<file path="src/rtl/gemm_pkg.sv">
// Shared types for the result collector: FP16 result word, collector FSM states,
// and the width of the tile id tag on the merged stream.
package gemm_pkg;
    typedef logic [15:0] result_fp16_t;
    typedef enum logic [1:0] {IDLE, SELECT, DRAIN, DONE} collector_state_e;
    localparam int RESULT_TILE_ID_W = 4;
endpackage

</file>
<file path="src/rtl/result_tile_fifo.sv">
// Per-tile first-word-fall-through FIFO with a registered almost-full flag.
// A push into a full FIFO is accepted only when the same cycle pops.
module result_tile_fifo
    import gemm_pkg::*;
#(
    parameter int DEPTH        = 16,
    parameter int AFULL_MARGIN = 4,
    localparam int AW          = $clog2(DEPTH),
    localparam int CW          = $clog2(DEPTH) + 1
) (
    input  logic         clk,
    input  logic         reset,
    input  logic         flush,
    input  logic         push,
    input  result_fp16_t din,
    input  logic         pop,
    output result_fp16_t dout,
    output logic [CW-1:0] count,
    output logic         full,
    output logic         empty,
    output logic         afull
);
    localparam logic [CW-1:0] FULL_CNT = CW'(DEPTH);
    localparam logic [CW-1:0] AF_TH    = CW'(DEPTH - AFULL_MARGIN);

    result_fp16_t  mem [DEPTH];
    logic [AW-1:0] wr_ptr, rd_ptr;
    logic          do_push, do_pop;

    assign full    = (count == FULL_CNT);
    assign empty   = (count == '0);
    assign do_pop  = pop && !empty;
    assign do_push = push && (!full || do_pop);
    assign dout    = mem[rd_ptr];

    always_ff @(posedge clk) begin
        if (do_push) mem[wr_ptr] <= din;
    end

    always_ff @(posedge clk) begin
        if (reset || flush) begin
            wr_ptr <= '0;
            rd_ptr <= '0;
            count  <= '0;
            afull  <= 1'b0;
        end else begin
            if (do_push) wr_ptr <= wr_ptr + AW'(1);
            if (do_pop)  rd_ptr <= rd_ptr + AW'(1);
            count <= count + CW'(do_push) - CW'(do_pop);
            // Registered from the current count, so it trails the count by a cycle.
            afull <= (count >= AF_TH);
        end
    end
endmodule

</file>
<file path="src/rtl/result_collector.sv">
// Buffers each tile's result stream and re-serialises them tile-major
// (lowest enabled tile first) into a single registered output stream.
module result_collector
    import gemm_pkg::*;
#(
    parameter int NUM_TILES    = 16,
    parameter int FIFO_DEPTH   = 16,
    parameter int AFULL_MARGIN = 4
) (
    input  logic                        i_clk,
    input  logic                        i_reset,
    input  logic                        i_start,
    input  logic [NUM_TILES-1:0]        i_column_enable,
    input  logic [15:0]                 i_results_per_tile,
    input  logic [NUM_TILES-1:0]        i_tile_result_valid,
    input  logic [16*NUM_TILES-1:0]     i_tile_result_data,
    output logic [NUM_TILES-1:0]        o_tile_afull,
    output result_fp16_t                o_result_data,
    output logic                        o_result_valid,
    output logic [RESULT_TILE_ID_W-1:0] o_result_tile_id,
    input  logic                        i_result_full,
    output logic                        o_busy,
    output logic                        o_done,
    output logic                        o_error
);
    localparam int CW = $clog2(FIFO_DEPTH) + 1;

    collector_state_e state, next;
    logic [NUM_TILES-1:0]        en_mask, rem_mask;
    logic [15:0]                 cnt_lat, emit_cnt;
    logic [RESULT_TILE_ID_W-1:0] cur_tile, low_idx;
    logic                        start_go, do_pop, tile_done, drop_err, leftover;

    logic [NUM_TILES-1:0]           acc, pop, f_full, f_empty, f_afull;
    logic [NUM_TILES-1:0][15:0]     f_dout;
    logic [NUM_TILES-1:0][CW-1:0]   f_count;

    assign o_busy       = (state != IDLE);
    assign o_tile_afull = f_afull;

    for (genvar t = 0; t < NUM_TILES; t++) begin : g_tile
        assign acc[t] = i_tile_result_valid[t] && o_busy && en_mask[t];
        assign pop[t] = do_pop && (cur_tile == RESULT_TILE_ID_W'(t));
        result_tile_fifo #(.DEPTH(FIFO_DEPTH), .AFULL_MARGIN(AFULL_MARGIN)) u_fifo (
            .clk   (i_clk),
            .reset (i_reset),
            .flush (start_go),
            .push  (acc[t]),
            .din   (i_tile_result_data[16*t +: 16]),
            .pop   (pop[t]),
            .dout  (f_dout[t]),
            .count (f_count[t]),
            .full  (f_full[t]),
            .empty (f_empty[t]),
            .afull (f_afull[t])
        );
    end

    always_comb begin
        low_idx = '0;
        for (int t = NUM_TILES - 1; t >= 0; t--)
            if (rem_mask[t]) low_idx = RESULT_TILE_ID_W'(t);
    end

    always_comb begin
        leftover = 1'b0;
        for (int t = 0; t < NUM_TILES; t++)
            if (f_count[t] != '0) leftover = 1'b1;
    end

    // Drops: valid outside a round or for a disabled tile, or push into a full FIFO with no pop.
    assign drop_err = |(i_tile_result_valid & ~acc) || |(acc & f_full & ~pop);

    always_comb begin
        next      = state;
        start_go  = 1'b0;
        do_pop    = 1'b0;
        tile_done = 1'b0;
        case (state)
            IDLE:   if (i_start) begin
                        start_go = 1'b1;
                        next     = SELECT;
                    end
            SELECT: next = (rem_mask == '0) ? DONE : DRAIN;
            DRAIN:  if (cnt_lat == '0) begin
                        tile_done = 1'b1;
                        next      = SELECT;
                    end else if (!f_empty[cur_tile] && !i_result_full) begin
                        do_pop = 1'b1;
                        if (emit_cnt == cnt_lat - 16'd1) begin
                            tile_done = 1'b1;
                            next      = SELECT;
                        end
                    end
            DONE:   next = IDLE;
            default: next = IDLE;
        endcase
    end

    always_ff @(posedge i_clk) begin
        if (i_reset) begin
            state            <= IDLE;
            en_mask          <= '0;
            rem_mask         <= '0;
            cnt_lat          <= '0;
            emit_cnt         <= '0;
            cur_tile         <= '0;
            o_result_valid   <= 1'b0;
            o_result_data    <= '0;
            o_result_tile_id <= '0;
            o_done           <= 1'b0;
            o_error          <= 1'b0;
        end else begin
            state <= next;
            if (start_go) begin
                en_mask  <= i_column_enable;
                rem_mask <= i_column_enable;
                cnt_lat  <= i_results_per_tile;
            end
            if (state == SELECT && rem_mask != '0) begin
                cur_tile <= low_idx;
                emit_cnt <= '0;
            end
            if (do_pop)    emit_cnt <= emit_cnt + 16'd1;
            if (tile_done) rem_mask[cur_tile] <= 1'b0;
            o_result_valid <= do_pop;
            if (do_pop) begin
                o_result_data    <= f_dout[cur_tile];
                o_result_tile_id <= cur_tile;
            end
            o_done <= (state == DONE);
            if (start_go)
                o_error <= 1'b0;
            else if (drop_err || (state == DONE && leftover))
                o_error <= 1'b1;
        end
    end
endmodule

</file>
<file path="config.mk">
export PLATFORM = sky130hd
export DESIGN_NAME = result_collector
export DESIGN_NICKNAME = d
export VERILOG_FILES = /design/src/rtl/gemm_pkg.sv /design/src/rtl/result_tile_fifo.sv /design/src/rtl/result_collector.sv
export SDC_FILE = /design/constraint.sdc
export NUM_CORES = 2
export LEC_CHECK = 0
export CAP_MARGIN = 20
export CORE_MARGIN = 10
export CORE_UTILIZATION = 55
export CTS_BUF_LIST = sky130_fd_sc_hd__clkbuf_16
export DETAILED_ROUTE_END_ITERATION = 16
export DONT_BUFFER_PORTS = 1
export GPL_TIMING_DRIVEN = 0
export PLACE_DENSITY_LB_ADDON = 0.08
export SYNTH_ARGS = -nofsm -noshare
export SYNTH_HDL_FRONTEND = slang
export SYNTH_SLANG_ARGS = --single-unit
</file>
<file path="constraint.sdc">
create_clock -name i_clk -period 6.9 [get_ports i_clk]
set_clock_uncertainty 0.15 [all_clocks]
set_input_delay 1.725 -clock i_clk [delete_from_list [all_inputs] [get_ports i_clk]]
set_output_delay 1.725 -clock i_clk [all_outputs]
set_load 0.1 [all_outputs]
</file>
# After elaboration in Yosys (flattened, before gate mapping)
# Memory sizes are Yosys's and may differ from the RTL's. A register that Yosys moved wholly into a read port is not among the register bits.
# Cells that the tools add are included.
[word_totals]
ff_bits = 317
latch_bits = 0
ramBits = 4096
rom_bits = 0
inputBits = 308
output_inout_bits = 40
word_cells = 522
memories = 16
[op_classes]
add_sub_neg = 66
mul = 0
n_div = 0
n_lt_le_gt_ge = 18
eq_ne = 38
shifts = 0
mux = 122
bitwise_logic = 7
n_reduce_logical = 180
[memory_table]
columns = ["name", "depth", "word_bits", "read_ports", "rd_clocked_by_memory_dff", "write_ports", "line", "text"]
rows = [
  ["g_tile[0].u_fifo.mem", 16, 16, 1, 1, 1, "result_tile_fifo.sv:26", "result_fp16_t mem [DEPTH];"],
  ["g_tile[10].u_fifo.mem", 16, 16, 1, 1, 1, "result_tile_fifo.sv:26", ""],
  ["g_tile[11].u_fifo.mem", 16, 16, 1, 1, 1, "result_tile_fifo.sv:26", ""],
  ["g_tile[12].u_fifo.mem", 16, 16, 1, 1, 1, "result_tile_fifo.sv:26", ""],
  ["g_tile[13].u_fifo.mem", 16, 16, 1, 1, 1, "result_tile_fifo.sv:26", ""],
  ["g_tile[14].u_fifo.mem", 16, 16, 1, 1, 1, "result_tile_fifo.sv:26", ""],
  ["+10 memories", "--", "--", "--", "--", "--", "--", ""],
]
[op_table]
columns = ["cell", "count"]
rows = [
  ["$mux W4", 48],
  ["$add A4 B1 Y4 const B", 32],
  ["$mux W16", 6],
  ["$logic_and A1 B1 Y1", 84],
  ["$add A5 B1 Y5", 16],
  ["$eq A5 B5 Y1 const B", 16],
  ["$ge A5 B4 Y1 const B", 16],
  ["$logic_not A5 Y1", 16],
  ["$reduce_bool A5 Y1", 16],
  ["$sub A5 B1 Y5", 16],
  ["$and A16 B16 Y16", 4],
  ["$bmux W16 S4", 1],
  ["$mux W1", 60],
  ["$not A16 Y16", 3],
  ["$logic_not A1 Y1", 34],
  ["$eq A4 B4 Y1 const B", 8],
  ["$logic_not A16 Y1", 2],
  ["$reduce_or A16 Y1", 2],
  ["$logic_or A1 B1 Y1", 19],
  ["$add A16 B1 Y16 const B", 1],
  ["$eq A16 B16 Y1", 1],
  ["$eq A4 B3 Y1 const B", 4],
  ["$reduce_bool A16 Y1", 1],
  ["$sub A16 B1 Y16 const B", 1],
  ["other kinds (17)", 24],
]

# Longest topological paths before layout
[logic_depth]
word_depth = 19
depth_mapped = 19
ltp_nobuf = 18

# Hierarchy
# A second synthesis with hierarchy kept.
[hier_totals]
cells_unflattened = 8930
area_unflattened_um2 = 177081.1
[by_module_without_submodules]
columns = ["module", "instances", "cells_per_inst", "area_per_inst_um2", "seq_area_each_um2"]
rows = [
  ["result_tile_fifo at g_tile[12].u_fifo ...", 10, 506, 10615.2, 8047.7],
  ["result_tile_fifo at g_tile[0].u_fifo ...", 3, 506, 10613.9, 8047.7],
  ["result_tile_fifo at g_tile[8].u_fifo ...", 2, 509, 10625.2, 8047.7],
  ["result_tile_fifo at g_tile[7].u_fifo", 1, 510, 10596.4, 8047.7],
  ["result_collector", 1, 824, 7240.7, 1861.8],
]

# Worst setup path before layout
# No wires, ideal clock.
[synth_timing]
path_kind = "input-to-reg"
startpoint = "input i_result_full"
endpoint = "memory g_tile[10].u_fifo.mem[0][0] (netlist bit) (enable)"
setup_time_ns = 0.409
t_arrival_ns = 4.778
required_time_ns = 6.341
slack_ns = 1.563
stages = 10
path_cell_list = "or3b_1 -> clkbuf_2 -> a21o_1 -> or2_1 -> buf_4 -> nor4b_4 -> o21ba_1 -> buf_4 -> nand2_1 -> nor3_1"
[synth_between]
elab_chain_cells = 11
[synth_lines]
columns = ["element", "line", "text"]
rows = [
  ["start: declaration", "result_collector.sv:21", "input logic i_result_full,"],
  ["$logic_not A1 Y1", "result_collector.sv:88", "end else if (!f_empty[cur_tile] && !i_result_full) begin"],
  ["$logic_and A1 B1 Y1", "result_collector.sv:88", ""],
  ["$mux W1", "result_collector.sv:88", ""],
  ["$mux W1", "result_collector.sv:85", "DRAIN: if (cnt_lat == '0) begin"],
  ["$mux W1", "result_collector.sv:79", "case (state)"],
  ["$logic_and A1 B1 Y1", "result_collector.sv:43", "assign pop[t] = do_pop && (cur_tile == RESULT_TILE_ID_W'(t));"],
  ["$logic_and A1 B1 Y1", "result_tile_fifo.sv:32", "assign do_pop = pop && !empty;"],
  ["$logic_or A1 B1 Y1", "result_tile_fifo.sv:33", "assign do_push = push && (!full || do_pop);"],
  ["$logic_and A1 B1 Y1", "result_tile_fifo.sv:33", ""],
  ["named net g_tile[10].u_fifo.do_push", "result_tile_fifo.sv:28", "logic do_push, do_pop;"],
  ["$mux W1", "result_tile_fifo.sv:37", "if (do_push) mem[wr_ptr] <= din;"],
  ["$mux W1 (implied by the code)", "result_tile_fifo.sv:37", ""],
  ["end: declaration", "result_tile_fifo.sv:26", ""],
]
# The timed path passes the listed nets, and every way through them passes these cells.

==> out/results.tsv <==
stage	metric	value	unit
route	Avg Vias per Cell	6.41	
global_route	Total GRT Usage	28.9	%
route	WL/cell	35.3	um
run	max cap viols	0	
route	DRC	0	
sta	Final Hold Fails	0	
yosys	mapped cell area	0.176	mm^2
clocking	hold_buf cts	0	
clocking	clock sink total	4477	
worst_setup_path	Worst path slowest cell	a2111oi_2	
yosys	Syn Nets	9273	
cells_and_area	Area Growth Syn to Fin	15.0	%
power_and_ir_drop	power per cell area	273	mW/mm^2
yosys	Mapped Cells	8745	
floorplanning	Die Footprint	0.342	mm^2
cells_and_area	Nets	10097	
sta	fin crit period	6.27	ns
worst_setup_path	Top cell by count, worst path	clkbuf_1	
global_route	initial antenna violation count	18	
cells_and_area	Final Non-Filler Cells	14161	
sta	Fmax	160	MHz
floorplanning	Core Area	0.318	mm^2
floorplanning	I/O pins	348	
floorplanning	initial core utilization	55.2	%
yosys	post-synth cell types	90	
power_and_ir_drop	Worst IR Drop VDD	0.273	mV
floorplanning	Die Ht	585	um
yosys	Yosys reg bits	4477	
floorplanning	Die Wd	585	um
clocking	# H-tree levels	5	
yosys	Post-synth EDFFs	4096	
sta	Slew Limit Headroom	13.9	%
route	DRT Pass-1 Iters	12	
clocking	Root Driver	clkbuf_16	
cells_and_area	Finished Cell Area	0.202	mm^2
yosys	Seq/Total Area, Yosys	74.4	%
global_route	total congestion overflow	0	
worst_setup_path	worst stage delay on the critical path	0.94	ns
route	1st-iter DRT viols	10609	
floorplanning	FP Rows	207	
worst_setup_path	startpoint types	flop	
worst_setup_path	Critical Path RT	7.58	ns
cells_and_area	FILL cells	21604	
placed_design	placed cells	13284	
power_and_ir_drop	total power draw	55.1	mW
route	Vias	90717	
yosys	ys flop type	edfxtp_1	
global_route	first-pass GRT wire length	698000	um
placed_design	routability cong.	0.945	
sta	final worst slack	0.630	ns
clocking	TritonCTS clock tree	built	
placed_design	Placed Area	0.187	mm^2
clocking	register clock-pin slew on the reported worst setup and hold paths	0.06	ns
placed_design	post-detail-place hpwl	362000	um
route	Post-DRT Antenna Nets	0	
yosys	Post-synth ARST share	0	%
placed_design	dpl ws	0.395	ns
worst_hold_path	worst hold path type	reg2reg	
global_route	largest net degree at the start of global routing	17	
outcome	status	finished clean	
clocking	post-CTS sizing	0	
sta	endpoints failing setup	0	
worst_setup_path	CP Max Fanout	10	
clocking	Skew-Pair Late Insertion Delay	1.01	ns
cells_and_area	utilization after layout	63.5	%
sta	Final Cycle Share	90.9	%
sta	Slew @ Worst Pin	1.26	ns
clocking	post-CTS setup repair buffer count	0	
worst_setup_path	crit-path cells	clkbuf_1 -> clkbuf_1 -> buf_1 -> mux4_2 -> mux2i_1 -> nor2_1 -> nor3_1 -> o2111ai_1 -> a2111oi_2 -> a41oi_1	
worst_setup_path	critical path class	reg2reg	
cells_and_area	share of cells above drive strength 1	26.0	%
sta	final slew viol count	0	
global_route	vias in the first global route	90675	
sta	RSZ-0062 raised after global routing	false	
placed_design	Port-buffer cells	0	
route	final WL	500000	um
worst_setup_path	nature of the critical path endpoint	flop	
power_and_ir_drop	Leak	63.1	nW
yosys	YS warnings	0	
worst_setup_path	CP Data Arrival Time	6.95	ns
yosys	average size of a mapped cell	20.1	um^2
clocking	TritonCTS buffer count	453	
clocking	CTS max path bufs	4	
==> cells in the final DEF, fill, tap and decap left out, types with 107 or more instances in the layout <==
cell type  Yosys  routed
clkbuf_16      0     460
mux2i_1      270     270
clkbuf_1     254     243
a21oi_1      127     127
buf_2        110     116
dfxtp_1      381     381
nor2_2         5     197
mux4_2      1139    1139
edfxtp_1    4096    4096
clkinv_1       0     107
inv_1        168     277
buf_8          0     174
nor2_1       584     392
nand2_1      284     284
ha_1         204     204
==> where the power goes <==
group	internal (mW)	total, mW	leakage [nW]	switching [mW]
Clock	13.7	24.1	7.57	10.4
Combinational	0.337	1.31	15.7	0.974
Sequential	29.7	29.7	39.9	0.0779
==> flip-flops by register name, summed over array words and instances (netlist names), 2 cells and up, named ones only <==
name	flops
cnt_lat	16
cur_tile	4
emit_cnt	16
en_mask	16
g_tile.u_fifo.afull	16
g_tile.u_fifo.count	80
g_tile.u_fifo.mem	4096
g_tile.u_fifo.rd_ptr	64
g_tile.u_fifo.wr_ptr	64
o_result_data	16
o_result_tile_id	4
rem_mask	16
state	2
==> path summary, 6_finish.rpt <==
| check | endpoint | cells after the start | slack, ns | start |
|---|---|---|---|---|
| hold reg to reg | en_mask[13]$_SDFFE_PP0P_ | 2 | 0.33 | en_mask[13]$_SDFFE_PP0P_ |
| setup reg to reg | o_result_data[13]$_SDFFE_PP0N_ | 10 | 0.63 | flop |
| setup / recovery | o_result_data[13]$_SDFFE_PP0N_ | 10 | 0.63 | flop |
| hold / removal | en_mask[13]$_SDFFE_PP0P_ | 2 | 0.33 | en_mask[13]$_SDFFE_PP0P_ |
==> synthesized netlist by cell type, drive strengths merged (116+ instances only) <==
master	count	share of area, %
edfxtp	4096	70
mux4	1139	15
nor2	589	1.3
dfxtp	381	4.3
nand2	288	0.62
mux2i	270	1.5
clkbuf	256	0.55
ha	204	1.5
buf	202	0.57
inv	170	0.36
a21oi	131	0.38
nor3	116	0.35
==> area by class of cell <==
class | instances | area [um^2] | area share [%]
tap | 4180 | 5230 | 2.59
buffer | 458 | 1990 | 0.983
clock inverter | 385 | 3080 | 1.53
timing repair buffer | 369 | 5560 | 2.75
antenna | 22 | 55.1 | 0.0273
inverter | 170 | 638 | 0.316
multi-input combinational | 3640 | 43200 | 21.4
clock buffer | 460 | 11500 | 5.70
sequential | 4477 | 131000 | 64.7
==> stage by stage <==
step	hold slack, ns	setup TNS, ns
6_report	0.326	0
5_1_grt	0.351	0
4_1_cts	0.323	0
3_5_place_dp	0.314	0
3_3_place_gp	0.306	-756.77
2_1_floorplan	0.300	0
==> cells by family (layout without fill, tap and decap cells) <==
logic type,count (synthesis),after routing,share of synthesized area [%]
other,0,22,0
XOR/XNOR,167,167,0.833
multiplexers,1420,1420,16.2
flip-flops,4477,4477,74.4
adder cells (fa/ha/maj),220,220,1.64
buffers and inverters,628,1842,1.49
AND/OR/NAND/NOR,1358,1358,3.64
AO/OA/AOI/OAI,475,475,1.81
==> layer usage <==
layer / routed length (um) / part of all wire (%) / track usage, % / up-vias
met5: 41 / 0.0082 / 0 / -
met4: 28300 / 5.7 / 13.6 / 6
met3: 51800 / 10 / 8.53 / 971
met2: 234000 / 47 / 44.9 / 4233
met1: 186000 / 37 / 38.1 / 48239
li1: - / - / - / 37268
==> worst max-delay path: cells and delay by family, from the launching register on <==
| kind | cells | cell delay, ns |
|---|---|---|
| simple gates | 2 | 0.93 |
| flops | 1 | 0.31 |
| mux | 2 | 1.13 |
| buf+inv | 3 | 1.73 |
| compound gates | 3 | 1.81 |
Note: power is estimated with default switching activity, not from simulation.
